## src/rtl/riscv_pkg.sv

```systemverilog
// Shared constants for the multicycle RISC-V control unit: opcodes,
// immediate/RF-input select codes, FSM state encodings and fault codes.
package riscv_pkg;

  localparam logic [6:0] OP_R      = 7'b0110011;
  localparam logic [6:0] OP_I      = 7'b0010011;
  localparam logic [6:0] OP_LOAD   = 7'b0000011;
  localparam logic [6:0] OP_STORE  = 7'b0100011;
  localparam logic [6:0] OP_BRANCH = 7'b1100011;
  localparam logic [6:0] OP_JAL    = 7'b1101111;
  localparam logic [6:0] OP_JALR   = 7'b1100111;
  localparam logic [6:0] OP_AUIPC  = 7'b0010111;

  localparam logic [2:0] IMM_I = 3'b000;
  localparam logic [2:0] IMM_S = 3'b001;
  localparam logic [2:0] IMM_B = 3'b010;
  localparam logic [2:0] IMM_J = 3'b011;
  localparam logic [2:0] IMM_U = 3'b100;

  localparam logic [1:0] RFIN_ALU = 2'b00;
  localparam logic [1:0] RFIN_DM  = 2'b01;
  localparam logic [1:0] RFIN_PC  = 2'b11;

  localparam logic [2:0] F3_BEQ  = 3'b000;
  localparam logic [2:0] F3_BNE  = 3'b001;
  localparam logic [2:0] F3_BLT  = 3'b100;
  localparam logic [2:0] F3_BGE  = 3'b101;
  localparam logic [2:0] F3_BLTU = 3'b110;
  localparam logic [2:0] F3_BGEU = 3'b111;

  typedef logic [2:0] state_t;
  localparam state_t S_FETCH  = 3'd0;
  localparam state_t S_DECODE = 3'd1;
  localparam state_t S_EXEC   = 3'd2;
  localparam state_t S_MEM    = 3'd3;
  localparam state_t S_WB     = 3'd4;
  localparam state_t S_FAULT  = 3'd5;

  localparam logic [1:0] FC_NONE    = 2'b00;
  localparam logic [1:0] FC_ILLEGAL = 2'b01;
  localparam logic [1:0] FC_IM_TO   = 2'b10;
  localparam logic [1:0] FC_DM_TO   = 2'b11;

  // True for every opcode the control unit knows how to sequence.
  function automatic logic opcode_supported(input logic [6:0] op);
    case (op)
      OP_R, OP_I, OP_LOAD, OP_STORE,
      OP_BRANCH, OP_JAL, OP_JALR, OP_AUIPC: return 1'b1;
      default:                               return 1'b0;
    endcase
  endfunction

endpackage

```

## src/rtl/riscv_multicycle_ctrl_branch_resolve.sv

```systemverilog
// Branch condition resolution: picks the ALU compare flag named by func3.
module branch_resolve
  import riscv_pkg::*;
(
  input  logic [2:0] func3,
  input  logic [5:0] flags,   // {bgeu,bltu,bge,blt,bne,beq}
  output logic       taken,
  output logic       illegal
);

  // Select the flag; reserved func3 encodings are illegal and never taken.
  always_comb begin
    taken   = 1'b0;
    illegal = 1'b0;
    case (func3)
      F3_BEQ:  taken = flags[0];
      F3_BNE:  taken = flags[1];
      F3_BLT:  taken = flags[2];
      F3_BGE:  taken = flags[3];
      F3_BLTU: taken = flags[4];
      F3_BGEU: taken = flags[5];
      default: illegal = 1'b1;
    endcase
  end

endmodule

```

## src/rtl/riscv_multicycle_ctrl.sv

```systemverilog
// Multicycle control unit for the 64-bit RISC-V datapath. Sequences
// FETCH/DECODE/EXEC/MEM/WB, drives all datapath enables and selects, and
// latches a sticky fault on illegal opcodes or memory handshake timeouts.
module riscv_multicycle_ctrl
  import riscv_pkg::*;
#(
  parameter int unsigned TIMEOUT = 16
) (
  input  logic       clk,
  input  logic       rst_n,
  input  logic [6:0] opcode,
  input  logic [2:0] func3,
  input  logic [5:0] flags,
  input  logic       im_ready,
  input  logic       dm_ready,
  output logic       im_req,
  output logic       dm_req,
  output logic       dm_we,
  output logic       load_IR,
  output logic       load_PC,
  output logic       we_RF,
  output logic       sel_ALU_A,
  output logic       sel_ALU_B,
  output logic       sel_PC_A,
  output logic       sel_PC_B,
  output logic       sel_PC_RF,
  output logic [2:0] sel_imme,
  output logic [1:0] sel_RF_in,
  output logic       fault,
  output logic [1:0] fault_code
);

  localparam logic [15:0] CNT_LAST = 16'(TIMEOUT - 1);

  state_t      state, state_next;
  logic [15:0] wait_cnt;
  logic [1:0]  fc_next;
  logic        fault_q;
  logic [1:0]  fault_code_q;
  logic        br_taken, br_illegal;
  logic        is_store;

  assign is_store   = (opcode == OP_STORE);
  assign fault      = fault_q;
  assign fault_code = fault_code_q;

  branch_resolve u_branch_resolve (
    .func3   (func3),
    .flags   (flags),
    .taken   (br_taken),
    .illegal (br_illegal)
  );

  // Next-state and fault-code decision; ready beats a same-cycle timeout.
  always_comb begin
    state_next = state;
    fc_next    = FC_NONE;
    case (state)
      S_FETCH: begin
        if (im_ready) begin
          state_next = S_DECODE;
        end else if (wait_cnt == CNT_LAST) begin
          state_next = S_FAULT;
          fc_next    = FC_IM_TO;
        end
      end
      S_DECODE: begin
        if (opcode_supported(opcode)) begin
          state_next = S_EXEC;
        end else begin
          state_next = S_FAULT;
          fc_next    = FC_ILLEGAL;
        end
      end
      S_EXEC: begin
        case (opcode)
          OP_LOAD, OP_STORE: state_next = S_MEM;
          OP_BRANCH: begin
            if (br_illegal) begin
              state_next = S_FAULT;
              fc_next    = FC_ILLEGAL;
            end else begin
              state_next = S_FETCH;
            end
          end
          OP_R, OP_I, OP_AUIPC, OP_JAL, OP_JALR: state_next = S_FETCH;
          default: begin
            state_next = S_FAULT;
            fc_next    = FC_ILLEGAL;
          end
        endcase
      end
      S_MEM: begin
        if (dm_ready) begin
          state_next = is_store ? S_FETCH : S_WB;
        end else if (wait_cnt == CNT_LAST) begin
          state_next = S_FAULT;
          fc_next    = FC_DM_TO;
        end
      end
      S_WB:    state_next = S_FETCH;
      S_FAULT: state_next = S_FAULT;
      default: state_next = S_FETCH;
    endcase
  end

  // State register, handshake wait counter and sticky fault capture.
  always_ff @(posedge clk) begin
    if (!rst_n) begin
      state        <= S_FETCH;
      wait_cnt     <= '0;
      fault_q      <= 1'b0;
      fault_code_q <= FC_NONE;
    end else begin
      state <= state_next;
      if (state_next != state) begin
        wait_cnt <= '0;
      end else if ((state == S_FETCH && !im_ready) || (state == S_MEM && !dm_ready)) begin
        wait_cnt <= wait_cnt + 16'd1;
      end
      if (state_next == S_FAULT && state != S_FAULT) begin
        fault_q      <= 1'b1;
        fault_code_q <= fc_next;
      end
    end
  end

  // Moore outputs per state, gated to defaults while reset is asserted.
  // MEM reuses the LOAD/STORE address selects from EXEC; IR is stable there.
  always_comb begin
    im_req    = 1'b0;
    dm_req    = 1'b0;
    dm_we     = 1'b0;
    load_IR   = 1'b0;
    load_PC   = 1'b0;
    we_RF     = 1'b0;
    sel_ALU_A = 1'b1;
    sel_ALU_B = 1'b1;
    sel_PC_A  = 1'b1;
    sel_PC_B  = 1'b1;
    sel_PC_RF = 1'b1;
    sel_imme  = IMM_I;
    sel_RF_in = RFIN_ALU;
    if (rst_n) begin
      case (state)
        S_FETCH: begin
          im_req  = 1'b1;
          load_IR = im_ready;
        end
        S_EXEC: begin
          case (opcode)
            OP_R: begin
              we_RF   = 1'b1;
              load_PC = 1'b1;
            end
            OP_I: begin
              sel_ALU_B = 1'b0;
              we_RF     = 1'b1;
              load_PC   = 1'b1;
            end
            OP_AUIPC: begin
              sel_imme  = IMM_U;
              sel_PC_RF = 1'b0;
              sel_RF_in = RFIN_PC;
              we_RF     = 1'b1;
              load_PC   = 1'b1;
            end
            OP_JAL: begin
              sel_imme  = IMM_J;
              sel_PC_B  = 1'b0;
              sel_RF_in = RFIN_PC;
              we_RF     = 1'b1;
              load_PC   = 1'b1;
            end
            OP_JALR: begin
              sel_imme  = IMM_I;
              sel_PC_A  = 1'b0;
              sel_PC_B  = 1'b0;
              sel_RF_in = RFIN_PC;
              we_RF     = 1'b1;
              load_PC   = 1'b1;
            end
            OP_BRANCH: begin
              sel_imme = IMM_B;
              sel_PC_B = !br_taken;
              load_PC  = !br_illegal;
            end
            OP_LOAD: begin
              sel_ALU_B = 1'b0;
              sel_imme  = IMM_I;
            end
            OP_STORE: begin
              sel_ALU_B = 1'b0;
              sel_imme  = IMM_S;
            end
            default: ;
          endcase
        end
        S_MEM: begin
          sel_ALU_B = 1'b0;
          sel_imme  = is_store ? IMM_S : IMM_I;
          dm_req    = 1'b1;
          dm_we     = is_store;
          load_PC   = is_store && dm_ready;
        end
        S_WB: begin
          sel_RF_in = RFIN_DM;
          we_RF     = 1'b1;
          load_PC   = 1'b1;
        end
        default: ;
      endcase
    end
  end

endmodule
```

## config.mk

```make
export PLATFORM = sky130hd
export DESIGN_NAME = riscv_multicycle_ctrl
export DESIGN_NICKNAME = d
export VERILOG_FILES = /design/src/rtl/riscv_pkg.sv /design/src/rtl/riscv_multicycle_ctrl_branch_resolve.sv /design/src/rtl/riscv_multicycle_ctrl.sv
export SDC_FILE = /design/constraint.sdc
export NUM_CORES = 1
export LEC_CHECK = 0
export ABC_AREA = 1
export BUFFER_PORTS_ARGS = -buffer_cell sky130_fd_sc_hd__buf_2
export CAP_MARGIN = 15
export CORE_MARGIN = 8
export CORE_UTILIZATION = 58
export CTS_CLUSTER_SIZE = 40
export DETAILED_ROUTE_END_ITERATION = 7
export PLACE_DENSITY_LB_ADDON = 0.15
export RECOVER_POWER = 50
export SYNTH_ARGS = -nofsm -noshare
export SYNTH_HDL_FRONTEND = slang
export SYNTH_SLANG_ARGS = --single-unit
```

## constraint.sdc

```tcl
create_clock -name clk -period 3.7 [get_ports clk]
set_clock_uncertainty 0.15 [all_clocks]
set_input_delay 0.185 -clock clk [delete_from_list [all_inputs] [get_ports clk]]
set_output_delay 0.185 -clock clk [all_outputs]
set_load 0.05 [all_outputs]
```

==> results.sh, run 1 <==
export IMPL_cts_setup_buffers=0
export IMPL_die_h_um=70.7
export IMPL_rsz0062_at_grt="false"
export IMPL_synth_ff_type="dfxtp_1"
export IMPL_critical_path_top_delay_family="simple AND/OR/NAND/NOR gates"
export IMPL_io_pins=39
export IMPL_netlist_top_cells_area="dfxtp_1 (25%), nand2_1 (13%), nor2_1 (9.5%)"
export IMPL_cp_common_cell="nand2_1"
export IMPL_n_antenna_cell=0
export IMPL_p_total_mw=0.596
export IMPL_ant_nets=0
export IMPL_cts_buffer_depth=2
export IMPL_ctsResizeCount=0
export IMPL_postLayoutCellArea_um2=1950
export IMPL_place_area_um2=1940
export IMPL_antenna_found_initial=0
export IMPL_grt_usage_pct=15.7
export IMPL_grt_pass1_vias=1571
export IMPL_start_util_pct=58.9
export IMPL_peakVddDrop_uv=163
export IMPL_p_per_area_nw_per_um2=305
export IMPL_fmax_mhz=361
export IMPL_slew_headroom_pct=44.9
export IMPL_endpoint="wait_cnt[12]"
export IMPL_synth_seq_cells=22
export IMPL_syn_to_final_growth_pct=12.3
export IMPL_tritoncts="built"
export IMPL_yosysSeqAreaShare_pct=25.3
export IMPL_synth_most_common_cell="nand2_1"
export IMPL_yosysTopAreaCellShare_pct=25.3
export IMPL_power_leakage_nw=0.897
export IMPL_synth_area_um2=1740
export IMPL_coreArea_um2=2950
export IMPL_worst_hold_slack_ps=109
export IMPL_ys_warn_count=0
export IMPL_routedWlPerCell_um=11.4
export IMPL_htree_levels=1
export IMPL_die_x_um=70.7
export IMPL_cp_end_kind="flop"
export IMPL_path_max_fanout=16
export IMPL_hold_viol=0
export IMPL_setup_viol=0
export IMPL_numCtsBuffers=3
export IMPL_period_needed_ps=2770
export IMPL_cap_violations=0
export IMPL_crit_path_max_incr_delay_ps=640
export IMPL_critPathKind="flop to flop"
export IMPL_crit_cells=12
export IMPL_ys_types=36
export IMPL_async_flop_share_pct=0
export IMPL_wl_um=3830
export IMPL_drc=0
export IMPL_cp_num_buf_inv=1
export IMPL_hold_buffers=1
export IMPL_synth_edf_count=0
export IMPL_synth_top_cell_by_area="dfxtp_1"
export IMPL_drt_iter0_markers=128
export IMPL_syn_nets=284
export IMPL_hp_class="primary input to flop"
export IMPL_cts_sinks=22
export IMPL_reg2regPathDepth=12
export IMPL_status="complete, no violations"
export IMPL_hpwl_um=3100
export IMPL_cpMaxStageDelayCell="nand4_2"
export IMPL_critPathArrivalTime_ps=2860
export IMPL_clk_pin_slew_ps=130
export IMPL_portBuffers=37
export IMPL_place_congestion=0.932
export IMPL_tns_ps=0
export IMPL_first_pass_iters=4
export IMPL_clock_latency_ps=310
export IMPL_nNetsFinal=324
export IMPL_vias=1672
export IMPL_syn_area_per_cell_um2=6.61
export IMPL_r2r_end="wait_cnt[12]"
export IMPL_worst_ep_required_time_ps=3790
export IMPL_synthCells=263
export IMPL_path_cells="inv_1 > nand2_1 > nor2_4 > nand2_1 > nand2_1 > nor2_1 > nand2_1 > nor2_1 > nand2_2 > nand2_2 > nand4_2 > nor2_1"
export IMPL_grt_max_degree=17
export IMPL_grt_pass1_wl_um=6630
export IMPL_row_count=20
export IMPL_via_per_inst=4.99
export IMPL_r2r_start="state[2]"
export IMPL_worstMarginPinSlew_ps=825
export IMPL_synth_commonest_cells="nand2_1 (59), nor2_1 (44), inv_1 (27)"
export IMPL_drive_above_1_share_pct=21.9
export IMPL_grt_ovfl_total=0
export IMPL_die_area_um2=5000
export IMPL_worst_setup_path_start_kind="flop"
export IMPL_cts_root_buf="clkbuf_4"
export IMPL_critPathLaunch="state[2]"
export IMPL_drv_slew=0
export IMPL_finalCritPeriodShare_pct=74.9
export IMPL_r2r_slack_ps=930
per-layer routing:
layer	track usage, %	vias up	wire (um)
li1	-	904	-
met1	17.4	718	1650
met2	28.0	46	1830
met3	4.52	4	312
met4	4.39	0	31
met5	0	-	0
cells in the final DEF, fill, tap and decap left out, drive strengths merged:
cell type    netlist  routed
a21o               1       1
clkinv             1       1
o21ai              8       8
nand3             18      18
mux2i              2       2
nand4              5       5
nor4               1       1
dlygate4sd3        0       1
a31oi              1       1
ha                 1       1
o21bai             1       1
o22a               1       1
nor3               6       6
o211ai             2       2
a21oi              7       7
xor2              12      12
nor2              64      64
buf                3      26
bufinv             0       1
inv               35      35
xnor2              3       3
clkbuf             0      14
dfxtp             22      22
nand2             66      66
conb               1       1
o22ai              2       2
power breakdown:
group / total (mW) / internal (mW) / switching, mW
registers: 0.253 / 0.246 / 0.00780
clock network: 0.185 / 0.109 / 0.0751
logic: 0.158 / 0.0420 / 0.116
how the worst min path moves through the flow:
stage | startpoint | slack [ps] | depth (start not counted) | end
global route | im_ready | 140 | 5 | fault_code[0]
floorplan | rst_n | 160 | 2 | fault_code[0]
global placement | fault | 280 | 2 | fault
detailed placement | fault_code[1] | 290 | 2 | fault_code[1]
CTS | im_ready | 100 | 5 | fault_code[0]
finish | im_ready | 110 | 5 | fault_code[0]
registers in the layout (all words and copies together) (netlist names):
name / flops
state: 3
fault_code: 2
wait_cnt: 16
fault: 1
kinds of logic after synthesis:
logic type / synth area share (%)
AO/OA/AOI/OAI: 7.85
XOR/XNOR: 7.56
adder cells (fa/ha/maj): 0.720
buffers and inverters: 9.36
flip-flops: 25.3
multiplexers: 1.15
other: 0.216
AND/OR/NAND/NOR: 47.8
area by class of cell:
cell class / instances / area (um2)
flip-flops and latches: 22 / 440
repair buffers: 38 / 181
clock inverters: 1 / 30.0
inverters: 36 / 135
clock buffers: 3 / 22.5
fillers: 294 / 1000
multi-input cells: 202 / 1100
well taps: 33 / 41.3
per-stage QoR:
stage | utilization (%) | setup WS, ps | std cells
CTS | 67.7 | 1170 | 335
finish | 66.1 | 929 | 335
floorplan | - | 837 | 263
global placement | 65.6 | 1520 | 330
detailed placement | 65.6 | 1500 | 330
global route | 66.1 | 655 | 335
worst register-to-register path, stage by stage (launching register included):
cell and delay (ps):
dfxtp_1 460, inv_1 130, nand2_1 160, nor2_4 50
nand2_1 170, nand2_1 70, nor2_1 120, nand2_1 60
nor2_1 220, nand2_2 100, nand2_2 80, nand4_2 640
nor2_1 270
Power figures use the tool's default switching activity.
==> run 2: changes to the inputs <==
- ABC_AREA: 1 -> 0
- CORE_UTILIZATION: 58 -> 48
- clock period: 3.7 -> 2.4 ns (I/O delays scaled with it)
==> results.sh, run 2 <==
export IMPL_rsz0062_at_grt="false"
export IMPL_n_antenna_cell=0
export IMPL_start_util_pct=49.6
export IMPL_drive_above_1_share_pct=33.9
export IMPL_cp_end_kind="flop"
export IMPL_muxShareOfSynthArea_pct=2.69
export IMPL_cap_violations=0
export IMPL_yosysSeqAreaShare_pct=27.1
export IMPL_path_max_fanout=16
export IMPL_path_cells="or4_4 > nand2_2 > nand2_1 > and3_1 > nand3b_4 > nor3_1"
export IMPL_synth_most_common_cell="dfxtp_1"
export IMPL_worstHoldStart="im_ready"
export IMPL_utilization_pct=59.5
export IMPL_synth_top_cell_by_area="dfxtp_1"
export IMPL_syn_to_final_growth_pct=20.0
export IMPL_setup_viol=0
export IMPL_hp_class="primary input to flop"
export IMPL_final_cell_mix="buf_2 (24), dfxtp_1 (21), nand2_1 (13)"
export IMPL_fmax_mhz=451
export IMPL_yosysTopAreaCellShare_pct=27.1
export IMPL_io_pins=39
export IMPL_cpMaxStageDelayCell="or4_4"
export IMPL_worst_setup_path_start_kind="flop"
export IMPL_synth_seq_cells=22
export IMPL_p_total_mw=0.942
export IMPL_ys_types=55
export IMPL_tns_ps=0
export IMPL_portBuffers=37
export IMPL_synth_xor_area_share_pct=9.76
export IMPL_synth_edf_count=0
export IMPL_die_x_um=74.2
export IMPL_synthCells=182
export IMPL_grt_max_degree=17
export IMPL_cts_sinks=22
export IMPL_synth_ff_type="dfxtp_1"
export IMPL_worst_ep_required_time_ps=2500
export IMPL_power_leakage_nw=0.719
export IMPL_peakVddDrop_uv=477
export IMPL_coreArea_um2=3280
export IMPL_mostFrequentLayoutCell="buf_2"
export IMPL_yosys_area_share_adder_pct=0.769
export IMPL_routedWlPerCell_um=15.0
export IMPL_place_congestion=0.890
export IMPL_drt_iter0_markers=93
export IMPL_syn_nets=203
export IMPL_critPathLaunch="state[0]"
export IMPL_finalCritPeriodShare_pct=92.3
export IMPL_critPathArrivalTime_ps=2310
export IMPL_nNetsFinal=246
export IMPL_crit_path_max_incr_delay_ps=560
export IMPL_grt_usage_pct=15.2
export IMPL_fillCellCount=313
export IMPL_ant_nets=0
export IMPL_via_per_inst=5.62
export IMPL_drc=0
export IMPL_tritoncts="built"
export IMPL_largest_reg_flops=16
export IMPL_worstMarginPinSlew_ps=608
export IMPL_synth_simple_area_share_pct=41.9
export IMPL_htree_levels=1
export IMPL_slew_headroom_pct=59.7
export IMPL_row_count=21
export IMPL_netlist_top_cells_area="dfxtp_1 (27%), nor3_2 (6.1%), xor2_1 (5.4%)"
export IMPL_die_h_um=74.2
export IMPL_r2r_start="state[0]"
export IMPL_wl_um=4050
export IMPL_status="complete, no violations"
export IMPL_regMostFlops="wait_cnt"
export IMPL_cts_root_buf="clkbuf_4"
export IMPL_die_area_um2=5510
export IMPL_critical_path_top_delay_family="simple AND/OR/NAND/NOR gates"
export IMPL_grt_pass1_wl_um=6810
export IMPL_cts_buffer_depth=2
export IMPL_critPathKind="flop to flop"
export IMPL_p_per_area_nw_per_um2=482
export IMPL_hpwl_um=3230
export IMPL_clk_pin_slew_ps=120
export IMPL_period_needed_ps=2220
export IMPL_async_flop_share_pct=0
export IMPL_cp_num_buf_inv=0
export IMPL_syn_area_per_cell_um2=8.94
export IMPL_clock_latency_ps=320
export IMPL_vias=1517
export IMPL_synth_top_family_by_area="simple AND/OR/NAND/NOR gates"
export IMPL_synth_commonest_cells="dfxtp_1 (22), nand2_1 (13), nor3_1 (12)"
export IMPL_synth_area_um2=1630
export IMPL_numCtsBuffers=3
export IMPL_synth_compound_area_share_pct=13.1
export IMPL_first_pass_iters=4
export IMPL_grt_pass1_vias=1524
export IMPL_hold_viol=0
export IMPL_grt_ovfl_total=0
export IMPL_ys_warn_count=0
export IMPL_drv_slew=0
export IMPL_antenna_found_initial=0
run 2: cell count changes after synthesis, moves of 5 or more:
cell | before | now
nor2_1 | 44 | 11
nor2b_1 | 0 | 5
nor2_2 | 8 | 0
and3_1 | 0 | 8
inv_2 | 8 | 0
nand2_1 | 59 | 13
inv_1 | 27 | 3
nor3_1 | 5 | 12
nor2_4 | 12 | 0
nand3_1 | 16 | 8
nand2b_1 | 0 | 6
nor3_2 | 0 | 10
run 2: cells by family after synthesis:
kind of cell,count (synthesis)
simple gates,103
compound gates,23
flops,22
xor+xnor,16
buf+inv,13
mux,3
fa+ha+maj,1
other cells,1
run 2: timing repair:
action,4_1_cts,5_1_grt
setup endpoints to repair,1,21
hold buffers,1,0
setup buffers,0,3
gates resized for setup,1,5
hold endpoints to repair,2,0
cloned,0,0
pin swaps,0,2
run 2: per-layer routing:
layer  up-vias  share of wire (%)  global-route usage, %  wire (um)
li1        743                  -                      -          -
met1       717                 43                   18.1       1760
met2        49                 49                   26.8       1980
met3         8                6.4                   3.23        258
met4         0                1.3                   3.91         53
met5         -                  0                      0          0
run 2: report_power, final:
part / leakage, nW / switching [mW] / internal, mW
combinational: 0.520 / 0.208 / 0.132
clock: 0.0210 / 0.113 / 0.0928
sequential: 0.178 / 0.0192 / 0.377
run 2: through the flow:
step	hold WS, ps	setup slack (ps)	cell area [um2]	cells
detailed placement	308	39.8	1880	262
floorplan	261	-2.87	1640	182
global route	101	12.8	1950	270
global placement	299	136	1880	262
finish	106	185	1950	270
CTS	93.6	30.8	1930	267
run 2: worst register-to-register path: cells and delay by family (launching register included):
family	cells	cell delay, ps
simple gates	6	1550
flops	1	450
run 2: area by class of cell:
| cell class | instances | area [um2] | share of cell area, % |
|---|---|---|---|
| repair buffers | 48 | 258 | 13.2 |
| clock buffers | 4 | 36.3 | 1.86 |
| multi-input cells | 147 | 1150 | 58.8 |
| well taps | 46 | 57.6 | 2.95 |
| flip-flops and latches | 22 | 442 | 22.6 |
| inverters | 3 | 11.3 | 0.577 |
run 2: worst paths after layout:
check	end	slack, ps	cells after the start
worst max-delay path	wait_cnt[11]	180	6
worst min-delay path	fault_code[0]	110	3
worst max register to register	wait_cnt[11]	180	6
worst min register to register	fault	330	1
